--- src/rtl/reg_file_multiport.sv ---
// Multiport MIPS decode-stage register file: general, link and hi/lo write ports,
// combinational read ports with optional same-cycle write-through, and a pending-write scoreboard.
module reg_file_multiport #(
  parameter int DATA_WIDTH = 32,
  parameter int ADDR_WIDTH = 5,
  parameter int NUM_READ   = 2,
  parameter int LINK_REG   = 31,
  parameter int BYPASS     = 1
) (
  input  logic                             clock,
  input  logic                             reset,
  input  logic [NUM_READ*ADDR_WIDTH-1:0]   rd_id,
  input  logic [NUM_READ-1:0]              rd_used,
  output logic [NUM_READ*DATA_WIDTH-1:0]   rd_value,
  output logic [NUM_READ-1:0]              rd_busy,
  output logic                             stall,
  input  logic                             wr_en,
  input  logic [ADDR_WIDTH-1:0]            wr_id,
  input  logic [DATA_WIDTH-1:0]            wr_value,
  input  logic                             link_en,
  input  logic [DATA_WIDTH-1:0]            link_value,
  input  logic                             hilo_en,
  input  logic [DATA_WIDTH-1:0]            hi_value,
  input  logic [DATA_WIDTH-1:0]            lo_value,
  output logic [DATA_WIDTH-1:0]            hi_out,
  output logic [DATA_WIDTH-1:0]            lo_out,
  input  logic                             issue_en,
  input  logic [ADDR_WIDTH-1:0]            issue_id,
  output logic [DATA_WIDTH-1:0]            syscall_funct,
  output logic [DATA_WIDTH-1:0]            syscall_param1
);

  localparam int DEPTH = 2 ** ADDR_WIDTH;
  localparam logic [ADDR_WIDTH-1:0] ID_V0 = ADDR_WIDTH'(2);
  localparam logic [ADDR_WIDTH-1:0] ID_A0 = ADDR_WIDTH'(4);
  localparam logic BYPASS_ON = (BYPASS != 0);

  logic [DATA_WIDTH-1:0] regs_r [DEPTH];
  logic [DEPTH-1:0]      busy_r;
  logic [DATA_WIDTH-1:0] hi_r;
  logic [DATA_WIDTH-1:0] lo_r;

  // Effective write per register; doubles as the scoreboard clear.
  logic [DEPTH-1:0]      we_s;
  logic [DATA_WIDTH-1:0] wdata_s [DEPTH];
  logic [DEPTH-1:0]      set_s;
  logic [ADDR_WIDTH-1:0] id_s [NUM_READ];

  // Resolve link/write-back priority and scoreboard set for every register.
  always_comb begin
    for (int r = 0; r < DEPTH; r++) begin
      we_s[r]    = 1'b0;
      wdata_s[r] = '0;
      set_s[r]   = 1'b0;
      if (r != 0) begin
        if (link_en && (r == LINK_REG)) begin
          we_s[r]    = 1'b1;
          wdata_s[r] = link_value;
        end else if (wr_en && (wr_id == ADDR_WIDTH'(r))) begin
          we_s[r]    = 1'b1;
          wdata_s[r] = wr_value;
        end else begin
          we_s[r]    = 1'b0;
        end
        set_s[r] = issue_en && (issue_id == ADDR_WIDTH'(r));
      end else begin
        set_s[r] = 1'b0;
      end
    end
  end

  // Register, hi/lo and scoreboard state; a new issue outranks a same-cycle clear.
  always_ff @(posedge clock) begin
    if (reset) begin
      for (int r = 0; r < DEPTH; r++) begin
        regs_r[r] <= '0;
      end
      busy_r <= '0;
      hi_r   <= '0;
      lo_r   <= '0;
    end else begin
      for (int r = 0; r < DEPTH; r++) begin
        if (we_s[r]) begin
          regs_r[r] <= wdata_s[r];
        end
        if (set_s[r]) begin
          busy_r[r] <= 1'b1;
        end else if (we_s[r]) begin
          busy_r[r] <= 1'b0;
        end
      end
      if (hilo_en) begin
        hi_r <= hi_value;
        lo_r <= lo_value;
      end
    end
  end

  // Read ports: a forwarded write also hides the busy bit it is about to clear.
  always_comb begin
    rd_value = '0;
    rd_busy  = '0;
    for (int k = 0; k < NUM_READ; k++) begin
      id_s[k] = rd_id[k*ADDR_WIDTH +: ADDR_WIDTH];
      if (BYPASS_ON && we_s[id_s[k]]) begin
        rd_value[k*DATA_WIDTH +: DATA_WIDTH] = wdata_s[id_s[k]];
        rd_busy[k] = 1'b0;
      end else begin
        rd_value[k*DATA_WIDTH +: DATA_WIDTH] = regs_r[id_s[k]];
        rd_busy[k] = busy_r[id_s[k]];
      end
    end
    stall = |(rd_busy & rd_used);
  end

  // Special-purpose outputs follow the same forwarding rule as the read ports.
  always_comb begin
    if (BYPASS_ON && hilo_en) begin
      hi_out = hi_value;
      lo_out = lo_value;
    end else begin
      hi_out = hi_r;
      lo_out = lo_r;
    end
    if (BYPASS_ON && we_s[ID_V0]) begin
      syscall_funct = wdata_s[ID_V0];
    end else begin
      syscall_funct = regs_r[ID_V0];
    end
    if (BYPASS_ON && we_s[ID_A0]) begin
      syscall_param1 = wdata_s[ID_A0];
    end else begin
      syscall_param1 = regs_r[ID_A0];
    end
  end

endmodule

--- config.mk ---
export PLATFORM = sky130hd
export DESIGN_NAME = reg_file_multiport
export DESIGN_NICKNAME = d
export VERILOG_FILES = /design/src/rtl/reg_file_multiport.sv
export SDC_FILE = /design/constraint.sdc
export NUM_CORES = 2
export LEC_CHECK = 0
export BUFFER_PORTS_ARGS = -buffer_cell sky130_fd_sc_hd__buf_2
export CELL_PAD_IN_SITES_DETAIL_PLACEMENT = 1
export CELL_PAD_IN_SITES_GLOBAL_PLACEMENT = 1
export CORE_MARGIN = 2
export CORE_UTILIZATION = 40
export CTS_CLUSTER_DIAMETER = 200
export DETAILED_ROUTE_END_ITERATION = 10
export GPL_TIMING_DRIVEN = 0
export PLACE_DENSITY = 0.68
export REMOVE_ABC_BUFFERS = 1
export SETUP_SLACK_MARGIN = 0.5
export SYNTH_ARGS = -nofsm -noshare
export SYNTH_HDL_FRONTEND = slang
export SYNTH_SLANG_ARGS = --single-unit
--- constraint.sdc ---
create_clock -name clock -period 2.7 [get_ports clock]
set_clock_uncertainty 0.05 [all_clocks]
set_input_delay 0.27 -clock clock [delete_from_list [all_inputs] [get_ports clock]]
set_output_delay 0.27 -clock clock [all_outputs]
set_load 0.005 [all_outputs]
After elaboration in Yosys (flattened, before gate mapping)
Memories as Yosys holds them, arrays and structs flattened.
Cells that the tools add are included.
- $lt $le $gt $ge: 4
- eq/ne operators: 62
- mux-type cells: 274
- bitwise operators: 34
- reduce and logical (&&, ||, !) cells: 94
- operators by type and width (operator ; number):
    32-bit 2-to-1 mux ; 73
    32-bit binary-select mux with 5-bit select ; 2
    1-bit 2-to-1 mux ; 195
    5-bit equality test, second input constant ; 32
    5-bit by 4-bit equality test with 1-bit output, second input constant ; 16
    1-bit logical AND ; 62
    2-bit nonzero test ; 31
    5-bit by 3-bit equality test with 1-bit output, second input constant ; 8
    1-bit bitwise OR ; 31
    1-bit binary-select mux with 5-bit select ; 4
    5-bit by 2-bit equality test with 1-bit output, second input constant ; 4
    6-bit >= comparator, second input constant ; 2
    5-bit by 6-bit < comparator with 1-bit output, second input constant ; 2
    5-bit NOT with 6-bit output ; 2
    5-bit by 1-bit equality test with 1-bit output, second input constant ; 2
    2-bit bitwise AND ; 1
    2-bit OR reduction ; 1
- register bits: 95
- RAM bits: 1024
- bits of input ports: 156
- output and inout port bits: 195
- logic and storage cells: 502
- memories: 1
- memories (memory ; depth ; width ; read ports ; clocked after Yosys merged registers in ; write ports ; RTL line ; text):
    regs_r ; 32 ; 32 ; 4 ; 0 ; 32 ; 38 ; logic [DATA_WIDTH-1:0] regs_r [DEPTH];

Logic depth before layout (Yosys ltp)
- depth in word-level cells: 9
- gate-level depth with buffers: 11
- depth with buffers taken out: 6

Least setup slack after synthesis
Ideal clock, no wire load.
- path type: input port to flip-flop
- start: in wr_id[0]
- end: mem regs_r[2][0], enable pin
- setup time: 0.478 ns
- arrival time: 2.412 ns
- data required time: 2.172 ns
- setup slack: -0.239 ns
- stages: 8
- buffers on the path: 5
- cell sequence: buf_2 > buf_1 > nor2b_1 > clkbuf_1 > nand2_1 > clkbuf_1 > buf_1 > nand2_1
- RTL lines (item ; RTL line ; text):
    start: declaration ; 18 ; input logic [ADDR_WIDTH-1:0] wr_id,
    end: declaration ; 38 ;

==> impl_metrics.toml <==
[run_status]
run_status = "finished, violations left"
violations = "negative setup slack"

[min_path]
worst_hold_path.endpoint = "regs_r[31][10]$_SDFFCE_PP0P_"
hp-class = "primary input to register"
min_from = "link_value[10]"
hold_depth = 3

[power_and_ir_drop]
report.power.total_mw = 44.06
vdd_drop_max_v = 0.0005627
powerDensity_nw_per_um2 = 595.4
leakagePower_nw = 25.48

[die]
io_pins = 351
fp.dieArea_um2 = 151500
fp.coreArea_um2 = 147500
die_height_um = 389.3
fp-row-count = 141
die_width_um = 389.3
start_util = 0.4025

[logic_synthesis]
ys.flop_type = "edfxtp_1"
syn_inst = 4502
yosysWarnings = 0
ys_ff_latch = 1087
avgSynthCellArea_um2 = 13.19
synth_area_leaders = "edfxtp_1 (50%), mux4_2 (22%), nor2_1 (6.7%), dfxtp_1 (3.2%), nand2_1 (2.1%)"
netlist_area_um2 = 59370
yosysTopAreaCellShare = 0.5018
ys_seq_area_frac = 0.5338
synth-edff-count = 992
synth_cell_types = 85
async_reset_ff_frac = 0
yosys.area.top_type = "edfxtp_1"

[route]
drc = 0
num_vias = 48780
ant_nets = 0
avgViaCountPerCell = 7.021
totalWireLength_mm = 284.2
drt_iter0_markers = 8714
drt_pass1_iterations = 7
drt-wirelength-per-cell_um = 40.90

[critical_path]
worstSetupEndpointType = "output pin"
cp-start-kind = "register"
cp.required_ps = 2380
crit_type = "register to output pin"
rr_endpoint = "hi_r[27]$_SDFF_PP0_"
reg2reg_slack_ps = 1770
r2r-start = "hi_r[27]$_SDFF_PP0_"
crit_arrival_ps = 3240
rr_worst_depth = 2
worst-path-max-fanout = 2

[clocking]
clk_pin_slew_worst_paths_ps = 60
cts_inserted_buffers = 119
cts_root_buf = "clkbuf_16"
clock_sinks = 1087
cts_tree = "yes"
clk_latency_ps = 760
htree_levels = 3
clk_path_buf_depth = 3

[timing]
period_share = 1.318
hold_violations = 0
relSlewSlack = 0.03770
fmax_mhz = 281.0
finalSetupViolCount = 67
grt_setup_unrepaired = "true"
setup_slack_ps = -858.9
drv_slew = 0
worst_pin_slew_ps = 1440
period_needed_ps = 3559

[placement]
io_buffers = 350
dp_hpwl_mm = 157.8
dpl-instance-area_um2 = 63540
dp_slack_ps = -3065
place.gp.congestion = 0.9617

[grt]
grt_overflow_total = 0
grt_usage = 0.3650
grt_pass1_vias = 48260
antenna_found_initial = 17
grt_max_degree = 106
grt_pass1_wl_mm = 383.3

[final_layout]
finalInstanceArea_um2 = 74000
mostFrequentLayoutCell = "nor2_1"
most-common-layout-cells = "nor2_1 (1,040), edfxtp_1 (992), mux4_2 (590)"
layout.nets = 5069
area_delta_synth_final_pct = 24.65
drive_above_1_share = 0.3665

[run]
maxCapViolations = 0
## how the worst max path moves through the flow
stage / from / to / depth (start not counted)
floorplan: rd_id[8] / rd_value[35] / 4
global placement: rd_id[5] / rd_value[41] / 8
detailed placement: rd_id[6] / rd_value[53] / 10
CTS: regs_r[4][3]$_SDFFCE_PN0P_ / rd_value[3] / 5
global route: regs_r[30][13]$_SDFFCE_PP0P_ / rd_value[13] / 6
finish: regs_r[21][13]$_SDFFCE_PP0P_ / rd_value[13] / 6
## Yosys cell counts (all sizes together), types with 8 or more instances
library cell	count
o211ai	9
o31ai	11
nor4	9
a32o	27
a21boi	9
clkbuf	325
a21oi	66
mux2	89
o22ai	19
mux2i	97
a22oi	21
nor3	37
o32ai	11
nor2b	16
nand2	329
o221ai	15
edfxtp	992
a221o	13
o21ai	118
or2	8
dfxtp	95
and2	76
mux4	590
a31oi	23
nand3	29
a211oi	12
nand2b	8
nor2	1063
a21o	10
inv	35
o2bb2ai	26
nand4	11
a221oi	11
buf	157
## stage by stage
| stage | std cells | utilization | setup TNS (ps) | hold WS (ps) |
|---|---|---|---|---|
| after CTS | 6875 | 0.4936 | -29870 | 0.08615 |
| after global placement | 6300 | 0.4172 | -7928690 | 411.3 |
| final | 6948 | 0.5017 | -33760 | 17.18 |
| after global routing | 6941 | 0.5016 | -33310 | 9.958 |
| after floorplan | 4020 | - | -205200 | 336.4 |
| after detailed placement | 6374 | 0.4308 | -2075930 | 431.3 |
## power breakdown
group,total (mW),switching (mW),internal (mW)
clock network,15.9,7.26,8.65
logic,8.33,4.85,3.48
registers,19.8,0.516,19.3
## sequential cells by signal, indices dropped and copies added, names as in the netlist
signal  count
regs_r    992
busy_r     31
hi_r       32
lo_r       32
## per-layer routing
metal | track usage | vias up | part of all wire
li1 | - | 18120 | -
met1 | 0.4631 | 25010 | 0.34
met2 | 0.5436 | 4544 | 0.44
met3 | 0.1264 | 1086 | 0.15
met4 | 0.2107 | 16 | 0.073
met5 | 0 | - | 0.00075
## layout make-up
type / count / area [µm²]
fill: 14550 / 73490
sequential: 1087 / 31690
multi-input combinational: 2903 / 27970
timing repair buffer: 766 / 8031
clock buffer: 152 / 3163
tap: 1930 / 2415
clock inverter: 65 / 514.2
inverter: 36 / 190.2
antenna: 9 / 22.52
## what timing repair did
action                                  in CTS  in global routing
resized for setup                          391                119
hold endpoints to repair                   108                  0
gates cloned                                50                  6
endpoints found under the setup margin    2136                703
buffers inserted                           134                 58
hold buffers                               100                  0
pin swaps                                   66                 44
## kinds of logic (layout without fill, tap and decap cells)
kind of cell	after synthesis	after routing	synth area share
flops	1087	1087	0.5338
buf+inv	518	1019	0.03589
other cells	0	9	0
mux	776	776	0.2571
xor+xnor	13	14	0.001918
compound gates	486	488	0.05899
simple gates	1622	1625	0.1123
## critical path: stages (launching register included)
cell	delay [ps]
edfxtp_1	450
mux4_2	480
mux4_2	580
mux2i_1	180
nor2_1	120
a311o_2	460
buf_2	170
Power figures use the tool's default switching activity.
